**src/rtl/vram_row_fetch.sv**
```systemverilog
// ---------------------------------------------------------------------------
// vram_row_fetch
//
// Fetches one display row of BGR555 pixels from VRAM, scales it horizontally
// to ROW_W screen pixels with a DDA, widens each pixel to 24-bit colour and
// writes it into the display row buffer.
//
// Optional feature macro: COLOR_EXPAND_EN
//   defined   : each 5-bit channel c becomes {c, c[4:2]} (0x1F -> 0xFF)
//   undefined : each 5-bit channel c becomes {c, 3'b000} (0x1F -> 0xF8)
//
// Ports
//   clk_33MHz   in   1   single clock, rising edge
//   rst         in   1   asynchronous active-high reset
//   row_req     in   1   pulse: fetch row row_y
//   row_y       in   9   VRAM row (sampled with row_req)
//   x_tl        in  10   VRAM start column (sampled with row_req)
//   dis_w       in  10   source pixels spanned per row (sampled with row_req)
//   mem_re      out  1   VRAM read request, held until granted
//   mem_addr    out 19   {y, x} halfword address
//   mem_gnt     in   1   request accepted when mem_re & mem_gnt
//   mem_rvalid  in   1   read data valid, in order
//   mem_rdata   in  16   [4:0] R, [9:5] G, [14:10] B, [15] mask (unused)
//   vram_x      out 10   row buffer write address
//   vram_out    out 24   {B8, G8, R8}
//   vram_we     out  1   row buffer write strobe
//   busy        out  1   row fetch in progress
//   req_drop    out  1   pulse: a row_req arrived while busy and was ignored
// ---------------------------------------------------------------------------
module vram_row_fetch #(
   parameter int ROW_W   = 640,
   parameter int MAX_OUT = 4
) (
   input  logic        clk_33MHz,
   input  logic        rst,
   input  logic        row_req,
   input  logic [8:0]  row_y,
   input  logic [9:0]  x_tl,
   input  logic [9:0]  dis_w,
   output logic        mem_re,
   output logic [18:0] mem_addr,
   input  logic        mem_gnt,
   input  logic        mem_rvalid,
   input  logic [15:0] mem_rdata,
   output logic [9:0]  vram_x,
   output logic [23:0] vram_out,
   output logic        vram_we,
   output logic        busy,
   output logic        req_drop
);

   localparam int CNT_W = $clog2(ROW_W + 1);
   localparam logic [CNT_W-1:0] ROW_CNT  = CNT_W'(ROW_W);
   localparam logic [CNT_W-1:0] ROW_LAST = CNT_W'(ROW_W - 1);
   localparam logic [10:0]      ROW_W11  = 11'(ROW_W);
   localparam logic [9:0]       ROW_W10  = 10'(ROW_W);
   localparam logic [3:0]       MAX_OUT4 = 4'(MAX_OUT);

   typedef enum logic [1:0] {IDLE, FETCH, DRAIN} state_t;

   state_t           state_q, state_d;
   logic [8:0]       y_q, y_d;
   logic [9:0]       dis_w_q, dis_w_d;
   logic [9:0]       src_x_q, src_x_d;
   logic [10:0]      acc_q, acc_d;
   logic [CNT_W-1:0] issued_q, issued_d;
   logic [CNT_W-1:0] written_q, written_d;
   logic [3:0]       outstanding_q, outstanding_d;
   logic             mem_re_q, mem_re_d;
   logic [18:0]      mem_addr_q, mem_addr_d;
   logic             vram_we_q, vram_we_d;
   logic [9:0]       vram_x_q, vram_x_d;
   logic [23:0]      vram_out_q, vram_out_d;
   logic             req_drop_q, req_drop_d;

   logic        accept;
   logic        ret;
   logic [10:0] acc_next;
   logic [4:0]  r_c, g_c, b_c;
   logic [23:0] pix_conv;
   logic        unused_mask;

   assign accept   = mem_re_q & mem_gnt;
   // A return with nothing outstanding belongs to an abandoned row.
   assign ret      = mem_rvalid & (outstanding_q != 4'd0) & (state_q != IDLE);
   assign acc_next = acc_q + {1'b0, dis_w_q};

   assign r_c         = mem_rdata[4:0];
   assign g_c         = mem_rdata[9:5];
   assign b_c         = mem_rdata[14:10];
   assign unused_mask = mem_rdata[15];

`ifdef COLOR_EXPAND_EN
   // Replicating the top bits maps full-scale 0x1F onto 0xFF.
   assign pix_conv = {b_c, b_c[4:2], g_c, g_c[4:2], r_c, r_c[4:2]};
`else
   assign pix_conv = {b_c, 3'b000, g_c, 3'b000, r_c, 3'b000};
`endif

   always_comb begin
      state_d       = state_q;
      y_d           = y_q;
      dis_w_d       = dis_w_q;
      src_x_d       = src_x_q;
      acc_d         = acc_q;
      issued_d      = issued_q;
      written_d     = written_q;
      outstanding_d = outstanding_q;
      mem_re_d      = 1'b0;
      mem_addr_d    = mem_addr_q;
      vram_we_d     = 1'b0;
      vram_x_d      = vram_x_q;
      vram_out_d    = vram_out_q;
      req_drop_d    = 1'b0;

      case (state_q)
         IDLE: begin
            if (row_req) begin
               state_d       = FETCH;
               y_d           = row_y;
               dis_w_d       = (dis_w > ROW_W10) ? ROW_W10 : dis_w;
               src_x_d       = x_tl;
               acc_d         = '0;
               issued_d      = '0;
               written_d     = '0;
               outstanding_d = '0;
               mem_re_d      = 1'b1;
               mem_addr_d    = {row_y, x_tl};
            end
         end
         default: begin
            if (row_req) req_drop_d = 1'b1;

            // DDA: one source column step per ROW_W/dis_w screen pixels.
            if (accept) begin
               issued_d = issued_q + 1'b1;
               if (acc_next >= ROW_W11) begin
                  acc_d   = acc_next - ROW_W11;
                  src_x_d = src_x_q + 10'd1;
               end else begin
                  acc_d = acc_next;
               end
            end

            case ({accept, ret})
               2'b10:   outstanding_d = outstanding_q + 4'd1;
               2'b01:   outstanding_d = outstanding_q - 4'd1;
               default: outstanding_d = outstanding_q;
            endcase

            if (ret) begin
               vram_we_d  = 1'b1;
               vram_x_d   = 10'(written_q);
               vram_out_d = pix_conv;
               written_d  = written_q + 1'b1;
            end

            if (state_q == FETCH) begin
               // The request can only drop on an accept, so an ungranted
               // request and its address stay put.
               if (accept && (issued_q == ROW_LAST)) begin
                  state_d = DRAIN;
               end else begin
                  mem_re_d = (outstanding_d < MAX_OUT4);
               end
               mem_addr_d = {y_q, src_x_d};
            end else if (written_q == ROW_CNT) begin
               // Final write happened last cycle; busy covered it.
               state_d = IDLE;
            end
         end
      endcase
   end

   always_ff @(posedge clk_33MHz or posedge rst) begin
      if (rst) begin
         state_q       <= IDLE;
         y_q           <= '0;
         dis_w_q       <= '0;
         src_x_q       <= '0;
         acc_q         <= '0;
         issued_q      <= '0;
         written_q     <= '0;
         outstanding_q <= '0;
         mem_re_q      <= 1'b0;
         mem_addr_q    <= '0;
         vram_we_q     <= 1'b0;
         vram_x_q      <= '0;
         vram_out_q    <= '0;
         req_drop_q    <= 1'b0;
      end else begin
         state_q       <= state_d;
         y_q           <= y_d;
         dis_w_q       <= dis_w_d;
         src_x_q       <= src_x_d;
         acc_q         <= acc_d;
         issued_q      <= issued_d;
         written_q     <= written_d;
         outstanding_q <= outstanding_d;
         mem_re_q      <= mem_re_d;
         mem_addr_q    <= mem_addr_d;
         vram_we_q     <= vram_we_d;
         vram_x_q      <= vram_x_d;
         vram_out_q    <= vram_out_d;
         req_drop_q    <= req_drop_d;
      end
   end

   assign mem_re   = mem_re_q;
   assign mem_addr = mem_addr_q;
   assign vram_we  = vram_we_q;
   assign vram_x   = vram_x_q;
   assign vram_out = vram_out_q;
   assign req_drop = req_drop_q;
   assign busy     = (state_q != IDLE);

endmodule

```
**config.mk**
```make
export PLATFORM = sky130hd
export DESIGN_NAME = vram_row_fetch
export DESIGN_NICKNAME = d
export VERILOG_FILES = /design/src/rtl/vram_row_fetch.sv
export SDC_FILE = /design/constraint.sdc
export NUM_CORES = 1
export LEC_CHECK = 0
export CORE_UTILIZATION = 45
export CTS_BUF_LIST = sky130_fd_sc_hd__clkbuf_2
export CTS_CLUSTER_SIZE = 30
export DETAILED_ROUTE_END_ITERATION = 12
export GPL_ROUTABILITY_DRIVEN = 0
export GPL_TIMING_DRIVEN = 0
export PLACE_DENSITY_LB_ADDON = 0.12
export SYNTH_ARGS = -nofsm -noshare
export SYNTH_HDL_FRONTEND = slang
export SYNTH_SLANG_ARGS = --single-unit
```
**constraint.sdc**
```tcl
create_clock -name clk_33MHz -period 5.11 [get_ports clk_33MHz]
set_input_delay 1.022 -clock clk_33MHz [delete_from_list [all_inputs] [get_ports clk_33MHz]]
set_output_delay 1.022 -clock clk_33MHz [all_outputs]
set_load 0.01 [all_outputs]
```
==> flow_metrics.py, run 1 <==
metrics = {
    "clock_tree": {
        "tritoncts": "done",
        "htreeDepth": 4,
        "ctsResizeCount": 0,
        "path_clk_slew_ps": 170,
        "clkLatencyLatePin_ps": 700,
        "cts_buffers": 17,
        "postCtsSetupBuffers": 0,
        "ctsLongestPathBuffers": 2,
        "hold_buffers": 0,
        "root_buffer": "clkbuf_2",
        "clock_sinks": 113,
    },
    "cells_and_area": {
        "area_growth_pct": 24.86,
        "final_cell_area_mm2": 0.007396,
        "utilization": 0.5813,
        "antennaDiodeCount": 0,
        "nets": 815,
        "drive_gt1_frac": 0.08179,
        "fillCellCount": 1172,
    },
    "pwr": {
        "peakVddDrop_uv": 218.0,
        "p_int_uw": 1528,
        "power.total_uw": 2233,
        "powerDensity_mw_per_mm2": 301.9,
        "combPwrFrac": 0.245,
        "clockPowerShare": 0.272,
        "netSwitchingFraction": 0.3157,
        "seq_power_share": 0.483,
        "p_leak_uw": 0.003328,
        "p_sw_uw": 704.8,
    },
    "grt": {
        "grt_use_total": 0.2302,
        "grt_pass1_vias": 4860,
        "grt_max_degree": 72,
        "gr-total-overflow": 0,
        "grt_pass1_wl_um": 23740,
        "antenna_found_initial": 0,
    },
    "critical_path": {
        "r2r_end": "src_x_q[3]",
        "critical_path_class": "flop to output pin",
        "worstSetupStartpointType": "flop",
        "r2r_start": "dis_w_q[0]",
        "r2r_slack_ps": 1360,
        "endpoint_kind": "output pin",
        "required_ps": 4090,
        "critPathLaunch": "state_q[1]",
        "endpoint": "busy",
        "crit_fanout": 10,
        "reg2regPathDepth": 12,
        "worstPathArrival_ps": 2810,
    },
    "floorplan": {
        "die_h_um": 116.7,
        "num_rows": 41,
        "ioPinCount": 107,
        "start_util": 0.4656,
        "dieWidth_um": 116.7,
        "die-area_mm2": 0.01363,
        "coreArea_mm2": 0.01272,
    },
    "timing": {
        "finalCriticalPeriod_ps": 3831,
        "drv_slew": 0,
        "max_freq_mhz": 261.0,
        "maxSlewHeadroom": 0.5108,
        "tightest_slew_ps": 733.8,
        "rsz0062_at_grt": "no",
        "finalSetupTns_ps": 0,
        "skew_ps": 36.27,
        "holdWs_ps": 492.7,
        "hold_violations": 0,
        "finalSetupViolCount": 0,
        "fin_crit_sh": 0.7497,
    },
    "logic_synthesis": {
        "ys_warn_count": 0,
        "syn_area_per_cell_um2": 9.538,
        "netlist_area_mm2": 0.005923,
        "synthArstFlopShare": 1.000,
        "synth-edff-count": 0,
        "ys_seq_area_frac": 0.4774,
        "synth.top_cell.area_share": 0.4774,
        "ys_types": 68,
        "yosysMostFrequentCell": "nand2_1",
        "ys_ff_latch": 113,
        "synthTopCellsByArea": "dfrtp_1 (48%), nand2_1 (9.6%), o21ai_0 (4.2%)",
        "ys.flop_type": "dfrtp_1",
        "yosys.area.top_type": "dfrtp_1",
        "synth_top_cells_by_count": "nand2_1 (151), dfrtp_1 (113), o21ai_0 (50)",
        "netlist_instances": 621,
    },
    "hold_path": {
        "hp-class": "flop to flop",
        "worstHoldStart": "vram_x[3]",
    },
    "placed_design": {
        "dp_hpwl_um": 10440,
        "post_dp_cell_area_mm2": 0.007162,
        "port-buffer-count": 96,
    },
    "route": {
        "avgRoutedWirePerCell_um": 15.76,
        "drt_iter0_markers": 287,
        "drc_errors": 0,
        "vias_per_cell": 5.368,
        "first_pass_iters": 5,
        "vias": 4992,
        "drtAntennaViolNets": 0,
        "wirelength_um": 14660,
    },
    "run": {
        "drv_cap": 0,
    },
    "run_status": {
        "run_status": "completed",
    },
}
[flip-flops by register name, summed over array words and instances, names as in the netlist]
| register | flops |
|---|---|
| req_drop | 1 |
| issued_q | 10 |
| dis_w_q | 10 |
| vram_we | 1 |
| mem_addr | 19 |
| vram_out | 15 |
| outstanding_q | 4 |
| src_x_q | 10 |
| mem_re | 1 |
| state_q | 2 |
| written_q | 10 |
| vram_x | 10 |
| acc_q | 11 |
| y_q | 9 |
[power groups by stage]
stage          clock [uW]  combinational, uW  sequential, uW
5_1_grt               665                611            1100
3_5_place_dp            0                548            1100
6_report              607                547            1080
2_1_floorplan           0                287            1110
4_1_cts               625                554            1080
3_3_place_gp            0                529            1090
[cell families (layout without fill, tap and decap cells)]
kind of cell    Yosys count  in the layout  share of synthesized area
mux                      16             16                    0.02978
compound gates          148            148                     0.1882
simple gates            251            251                     0.1891
fa+ha+maj                20             20                    0.04478
buf+inv                  53            182                    0.04203
xor+xnor                 19             19                    0.02809
flops                   113            113                     0.4774
other cells               1              9                  0.0006331
[metal layers]
| metal | up-vias | routed length [um] | track usage | share of wire |
|---|---|---|---|---|
| met4 | 0 | 223 | 0.08861 | 0.015 |
| met1 | 2413 | 6659 | 0.2915 | 0.45 |
| li1 | 2422 | - | - | - |
| met5 | - | 0 | 0 | 0 |
| met2 | 135 | 6948 | 0.3684 | 0.47 |
| met3 | 22 | 827 | 0.07213 | 0.056 |
[how the worst min path moves through the flow]
stage | end | slack, ps | depth (start not counted)
floorplan | issued_q[6] | 440 | 1
global placement | vram_out[19] | 460 | 2
detailed placement | vram_out[20] | 470 | 2
CTS | issued_q[6] | 500 | 1
global route | issued_q[6] | 520 | 1
finish | vram_x[3] | 490 | 2
[critical path, stage by stage, from the launching register on]
cell and delay, ps:
dfrtp_1 440, nor2_1 80, inv_1 180, buf_2 280
buf_1 490, clkdlybuf4s50_1 650
[through the flow]
step                      setup slack, ps  cells
after floorplan                      1101    629
after global placement             -683.2    897
after detailed placement             1339    898
after CTS                            1240    930
after global routing                 1087    930
final                                1279    930
[final cells by class]
type                    count  area [um2]  area share
well taps                 172       215.2     0.02910
flip-flops and latches    113        2828      0.3823
repair buffers             97       988.4      0.1336
multi-input cells         463        2877      0.3889
clock buffers              17       85.08     0.01150
plain buffers              36       185.2     0.02504
inverters                  17       68.82    0.009305
clock inverters            15       148.9     0.02013
[cells in the final DEF (no fill, tap or decap), types with 7 or more instances in the layout]
| master | netlist | routed |
|---|---|---|
| buf_4 | 9 | 9 |
| nor2_1 | 33 | 33 |
| inv_1 | 17 | 16 |
| nand3_1 | 12 | 12 |
| dfrtp_1 | 113 | 113 |
| conb_1 | 1 | 9 |
| a22oi_1 | 7 | 7 |
| xnor2_1 | 15 | 15 |
| o21ai_1 | 8 | 8 |
| a22o_1 | 12 | 12 |
| clkbuf_2 | 0 | 17 |
| nand4_1 | 13 | 13 |
| clkdlybuf4s50_1 | 0 | 96 |
| a21oi_1 | 13 | 13 |
| nand2_1 | 151 | 151 |
| and3_1 | 8 | 8 |
| mux2i_1 | 12 | 12 |
| clkbuf_1 | 18 | 18 |
| o21ai_0 | 50 | 50 |
| ha_1 | 18 | 18 |
Power figures use the tool's default switching activity.
==> run 2, diff against run 1 <==
==> constraint.sdc (replaced) <==
create_clock -name clk_33MHz -period 3.4 [get_ports clk_33MHz]
set_input_delay 0.68 -clock clk_33MHz [delete_from_list [all_inputs] [get_ports clk_33MHz]]
set_output_delay 0.68 -clock clk_33MHz [all_outputs]
set_load 0.01 [all_outputs]
==> flow_metrics.py, run 2 (synthesis results as in run 1) <==
metrics = {
    "floorplan": {
        "die_h_um": 116.7,
        "dieWidth_um": 116.7,
        "num_rows": 41,
        "die-area_mm2": 0.01363,
        "start_util": 0.4656,
        "ioPinCount": 107,
        "coreArea_mm2": 0.01272,
    },
    "clock_tree": {
        "htreeDepth": 4,
        "cts_buffers": 17,
        "tritoncts": "done",
        "ctsLongestPathBuffers": 2,
        "clock_sinks": 113,
        "root_buffer": "clkbuf_2",
        "clkLatencyLatePin_ps": 650,
        "path_clk_slew_ps": 160,
        "hold_buffers": 0,
    },
    "placed_design": {
        "post_dp_cell_area_mm2": 0.007193,
        "dp_hpwl_um": 10620,
        "dp.cells": 900,
        "port-buffer-count": 96,
    },
    "cells_and_area": {
        "final_cells": 953,
        "multi_input_comb_area_mm2": 0.002963,
        "final_cell_mix": "nand2_1 (150), dfrtp_1 (113), clkdlybuf4s50_1 (96), o21ai_0 (49), nor2_1 (33)",
        "final_common_cell": "nand2_1",
        "final_cell_area_mm2": 0.007631,
        "seqCellArea_mm2": 0.002828,
        "largest_register_ffs": 19,
        "nets": 839,
        "drive_gt1_frac": 0.1280,
        "fillCellCount": 1161,
        "area_growth_pct": 28.83,
        "antennaDiodeCount": 0,
    },
    "pwr": {
        "combPwrFrac": 0.266,
        "netSwitchingFraction": 0.3197,
        "powerDensity_mw_per_mm2": 422.2,
        "p_sw_uw": 1030,
        "p_leak_uw": 0.003452,
        "clockPowerShare": 0.230,
        "p_int_uw": 2192,
        "seq_power_share": 0.504,
        "peakVddDrop_uv": 313.9,
    },
    "route": {
        "drtAntennaViolNets": 0,
        "avgRoutedWirePerCell_um": 15.90,
        "vias": 5118,
        "first_pass_iters": 4,
        "wirelength_um": 15150,
        "vias_per_cell": 5.370,
        "drt_iter0_markers": 329,
        "drc_errors": 0,
    },
    "critical_path": {
        "critical_path_class": "flop to flop",
        "endpoint_kind": "flop",
        "required_ps": 3940,
        "worstSetupStartpointType": "flop",
        "worstPathArrival_ps": 3880,
        "crit_fanout": 6,
    },
    "timing": {
        "max_freq_mhz": 299.2,
        "drv_slew": 0,
        "holdWs_ps": 420.9,
        "fin_crit_sh": 0.9831,
        "skew_ps": 24.09,
        "maxSlewHeadroom": 0.5231,
        "tightest_slew_ps": 715.3,
        "hold_violations": 0,
        "finalSetupViolCount": 0,
        "finalCriticalPeriod_ps": 3343,
    },
    "run": {
        "drv_cap": 0,
    },
    "grt": {
        "antenna_found_initial": 0,
        "grt_pass1_wl_um": 24230,
        "grt_max_degree": 42,
        "grt_pass1_vias": 4988,
        "grt_use_total": 0.2327,
        "gr-total-overflow": 0,
    },
    "hold_path": {
        "hp-class": "input pin to asynchronous set/reset pin",
    },
    "run_status": {
        "run_status": "completed",
    },
}
-- run 2: what timing repair did --
action | 4_1_cts | 5_1_grt
pin swaps | 3 | 14
gates resized for setup | 4 | 20
setup buffers | 5 | 16
gates cloned | 0 | 1
endpoints found under the setup margin | 16 | 24
-- run 2: worst paths after layout --
path                                 to  slack, ps  depth (start not counted)          from
min                         issued_q[7]        420                          2           rst
min reg2reg                vram_out[21]        490                          2  vram_out[21]
min in group clk_33MHz     vram_out[21]        490                          2  vram_out[21]
max in group asynchronous   mem_addr[9]       2380                          3           rst
max reg2reg                  src_x_q[7]         60                         11    dis_w_q[2]
max                          src_x_q[7]         60                         11    dis_w_q[2]
-- run 2: cell type report --
class	count	area share
inverter	17	0.008854
sequential	113	0.3706
tap	172	0.02820
multi-input combinational	463	0.3883
timing repair buffer	121	0.1551
buffer	36	0.02607
clock buffer	21	0.01377
clock inverter	10	0.009182
-- run 2: metrics by stage --
step / setup TNS, ps / utilization / setup WS, ps / total power, uW
6_report: 0 / 0.5998 / 57.40 / 3222
3_3_place_gp: -534.1 / 0.5607 / -131.7 / 2435
5_1_grt: -62.05 / 0.5998 / -24.95 / 3430
3_5_place_dp: -1255 / 0.5654 / -224.5 / 2472
4_1_cts: -1.502 / 0.5829 / -1.502 / 3233
2_1_floorplan: 0 / - / 181.5 / 2098
-- run 2: power by group through the flow --
stage	combinational (uW)	clock [uW]	sequential [uW]
CTS	841	771	1620
finish	858	741	1620
detailed placement	827	0	1650
global placement	795	0	1640
floorplan	432	0	1670
global route	957	828	1640
-- run 2: worst max-delay path, cell delays in order (launching register included) --
cell       delay [ps]
dfrtp_1           420
ha_2              340
o211ai_1          280
o21ai_2           130
o311a_1           320
or2_4             260
or4b_4            500
buf_12            160
buf_4             150
a2111oi_4         380
a32oi_1           160
o21a_1            140
-- run 2: metal layers --
metal / up-vias / track usage / share of wire
li1: 2468 / - / -
met1: 2508 / 0.2941 / 0.44
met2: 131 / 0.3811 / 0.49
met3: 11 / 0.06746 / 0.059
met4: 0 / 0.08270 / 0.0097
met5: - / 0 / 0
==> run 3, diff against run 2 <==
--- a/config.mk
+++ b/config.mk
@@ -5,13 +5,14 @@
 export SDC_FILE = /design/constraint.sdc
 export NUM_CORES = 1
 export LEC_CHECK = 0
-export CORE_UTILIZATION = 45
+export CORE_UTILIZATION = 35
 export CTS_BUF_LIST = sky130_fd_sc_hd__clkbuf_2
 export CTS_CLUSTER_SIZE = 30
 export DETAILED_ROUTE_END_ITERATION = 12
 export GPL_ROUTABILITY_DRIVEN = 0
 export GPL_TIMING_DRIVEN = 0
 export PLACE_DENSITY_LB_ADDON = 0.12
+export SLEW_MARGIN = 20
 export SYNTH_ARGS = -nofsm -noshare
 export SYNTH_HDL_FRONTEND = slang
 export SYNTH_SLANG_ARGS = --single-unit
==> flow_metrics.py, run 3 (synthesis results as in run 1) <==
metrics = {
    "critical_path": {
        "crit_family": "simple AND/OR/NAND/NOR gates",
        "critical_path_class": "flop to flop",
        "crit_chain": "ha_4 -> inv_1 -> fa_2 -> nand2b_4 -> a211oi_4 -> nor2_1 -> xnor2_1 -> or4b_4 -> buf_12 -> a211oi_4 -> buf_6 -> mux2_1 -> nand2_1",
        "crit_fanout": 5,
        "worstPathArrival_ps": 3910,
        "worstSetupStartpointType": "flop",
        "r2r_start": "dis_w_q[0]",
        "critPathLaunch": "dis_w_q[0]",
        "cpPeakStageDelay_ps": 510,
        "cpMostUsedCell": "a211oi_4",
        "crit_buf_inv": 3,
        "required_ps": 4030,
        "critPathSlowestCell": "or4b_4",
        "endpoint_kind": "flop",
    },
    "cells_and_area": {
        "final_common_cell": "nand2_1",
        "drive_gt1_frac": 0.1221,
        "seqCellArea_mm2": 0.002828,
        "final_cell_mix": "nand2_1 (150), dfrtp_1 (113), clkdlybuf4s50_1 (96), o21ai_0 (50), nor2_1 (33)",
        "multi_input_comb_area_mm2": 0.002978,
        "area_growth_pct": 31.41,
        "largest_register_ffs": 19,
        "utilization": 0.4710,
        "nets": 835,
        "final_cell_area_mm2": 0.007784,
        "fillCellCount": 1560,
    },
    "clock_tree": {
        "cts_buffers": 17,
        "root_buffer": "clkbuf_2",
        "tritoncts": "done",
        "ctsLongestPathBuffers": 2,
        "clkLatencyLatePin_ps": 680,
        "hold_buffers": 0,
        "path_clk_slew_ps": 180,
        "htreeDepth": 4,
        "clock_sinks": 113,
    },
    "floorplan": {
        "coreArea_mm2": 0.01652,
        "dieWidth_um": 132.1,
        "num_rows": 47,
        "die_h_um": 132.1,
        "start_util": 0.3584,
        "ioPinCount": 107,
        "die-area_mm2": 0.01745,
    },
    "timing": {
        "finalCriticalPeriod_ps": 3284,
        "max_freq_mhz": 304.5,
        "hold_violations": 0,
        "finalSetupViolCount": 0,
        "fin_crit_sh": 0.9658,
        "finalSetupTns_ps": 0,
        "skew_ps": 35.56,
        "holdWs_ps": 429.2,
        "tightest_slew_ps": 788.6,
        "maxSlewHeadroom": 0.4742,
        "drv_slew": 0,
    },
    "placed_design": {
        "dp_hpwl_um": 10870,
        "port-buffer-count": 96,
        "post_dp_cell_area_mm2": 0.007253,
    },
    "hold_path": {
        "hp-class": "input pin to asynchronous set/reset pin",
    },
    "route": {
        "wirelength_um": 15500,
        "vias": 5117,
        "vias_per_cell": 5.122,
        "drtAntennaViolNets": 0,
        "first_pass_iters": 5,
        "drt_iter0_markers": 334,
        "drc_errors": 0,
        "avgRoutedWirePerCell_um": 15.52,
    },
    "grt": {
        "antenna_found_initial": 1,
        "grt_use_total": 0.1850,
        "grt_pass1_wl_um": 25480,
        "gr-total-overflow": 0,
        "grt_pass1_vias": 5030,
        "grt_max_degree": 33,
    },
    "pwr": {
        "p_leak_uw": 0.003471,
        "peakVddDrop_uv": 273.8,
        "power.total_uw": 3432,
        "powerDensity_mw_per_mm2": 440.9,
    },
    "run": {
        "drv_cap": 0,
    },
    "run_status": {
        "run_status": "completed",
    },
}
==> run 3: worst register-to-register path, cell delays in order, from the launching register on <==
cell,delay [ps]
dfrtp_1,450
ha_4,150
inv_1,50
fa_2,350
nand2b_4,160
a211oi_4,320
nor2_1,110
xnor2_1,150
or4b_4,510
buf_12,160
a211oi_4,270
buf_6,180
mux2_1,330
nand2_1,70
==> run 3: final timing paths <==
| path | end | slack [ps] | cells after the start |
|---|---|---|---|
| max | mem_addr[2] | 120 | 13 |
| max reg2reg | mem_addr[2] | 120 | 13 |
| min in group clk_33MHz | vram_out[19] | 490 | 2 |
| min | written_q[4] | 430 | 2 |
| min reg2reg | vram_out[19] | 490 | 2 |
| max in group asynchronous | issued_q[5] | 2180 | 4 |
==> run 3: final cells by class <==
type | instances | area share
multi-input cells | 463 | 0.3826
flip-flops and latches | 113 | 0.3633
repair buffers | 117 | 0.1530
well taps | 220 | 0.03536
plain buffers | 36 | 0.02588
clock inverters | 12 | 0.01800
clock buffers | 20 | 0.01286
inverters | 17 | 0.008680
diodes | 1 | 0.0003215
==> run 3: power by group <==
part	internal [uW]	switching (uW)	leakage (uW)
clock network	410	528	0.000147
registers	1500	126	0.00146
logic	447	423	0.00186
==> run 3: per-layer routing <==
metal	GRT usage	vias up	share of wire
li1	-	2458	-
met1	0.2357	2502	0.45
met2	0.2975	139	0.48
met3	0.05690	18	0.055
met4	0.06331	0	0.019
met5	0	-	0
==> run 3: timing repair <==
item | in CTS | in global routing
cloned | 1 | 0
buffers inserted | 8 | 9
hold endpoints to repair | 0 | 0
gates resized for setup | 10 | 13
pin swaps | 6 | 12
endpoints found under the setup margin | 20 | 21
==> run 3: through the flow <==
stage,instances,setup WS [ps]
global route,999,-29.60
floorplan,629,181.5
CTS,989,4.379
finish,999,116.3
global placement,945,-159.5
detailed placement,948,-270.4
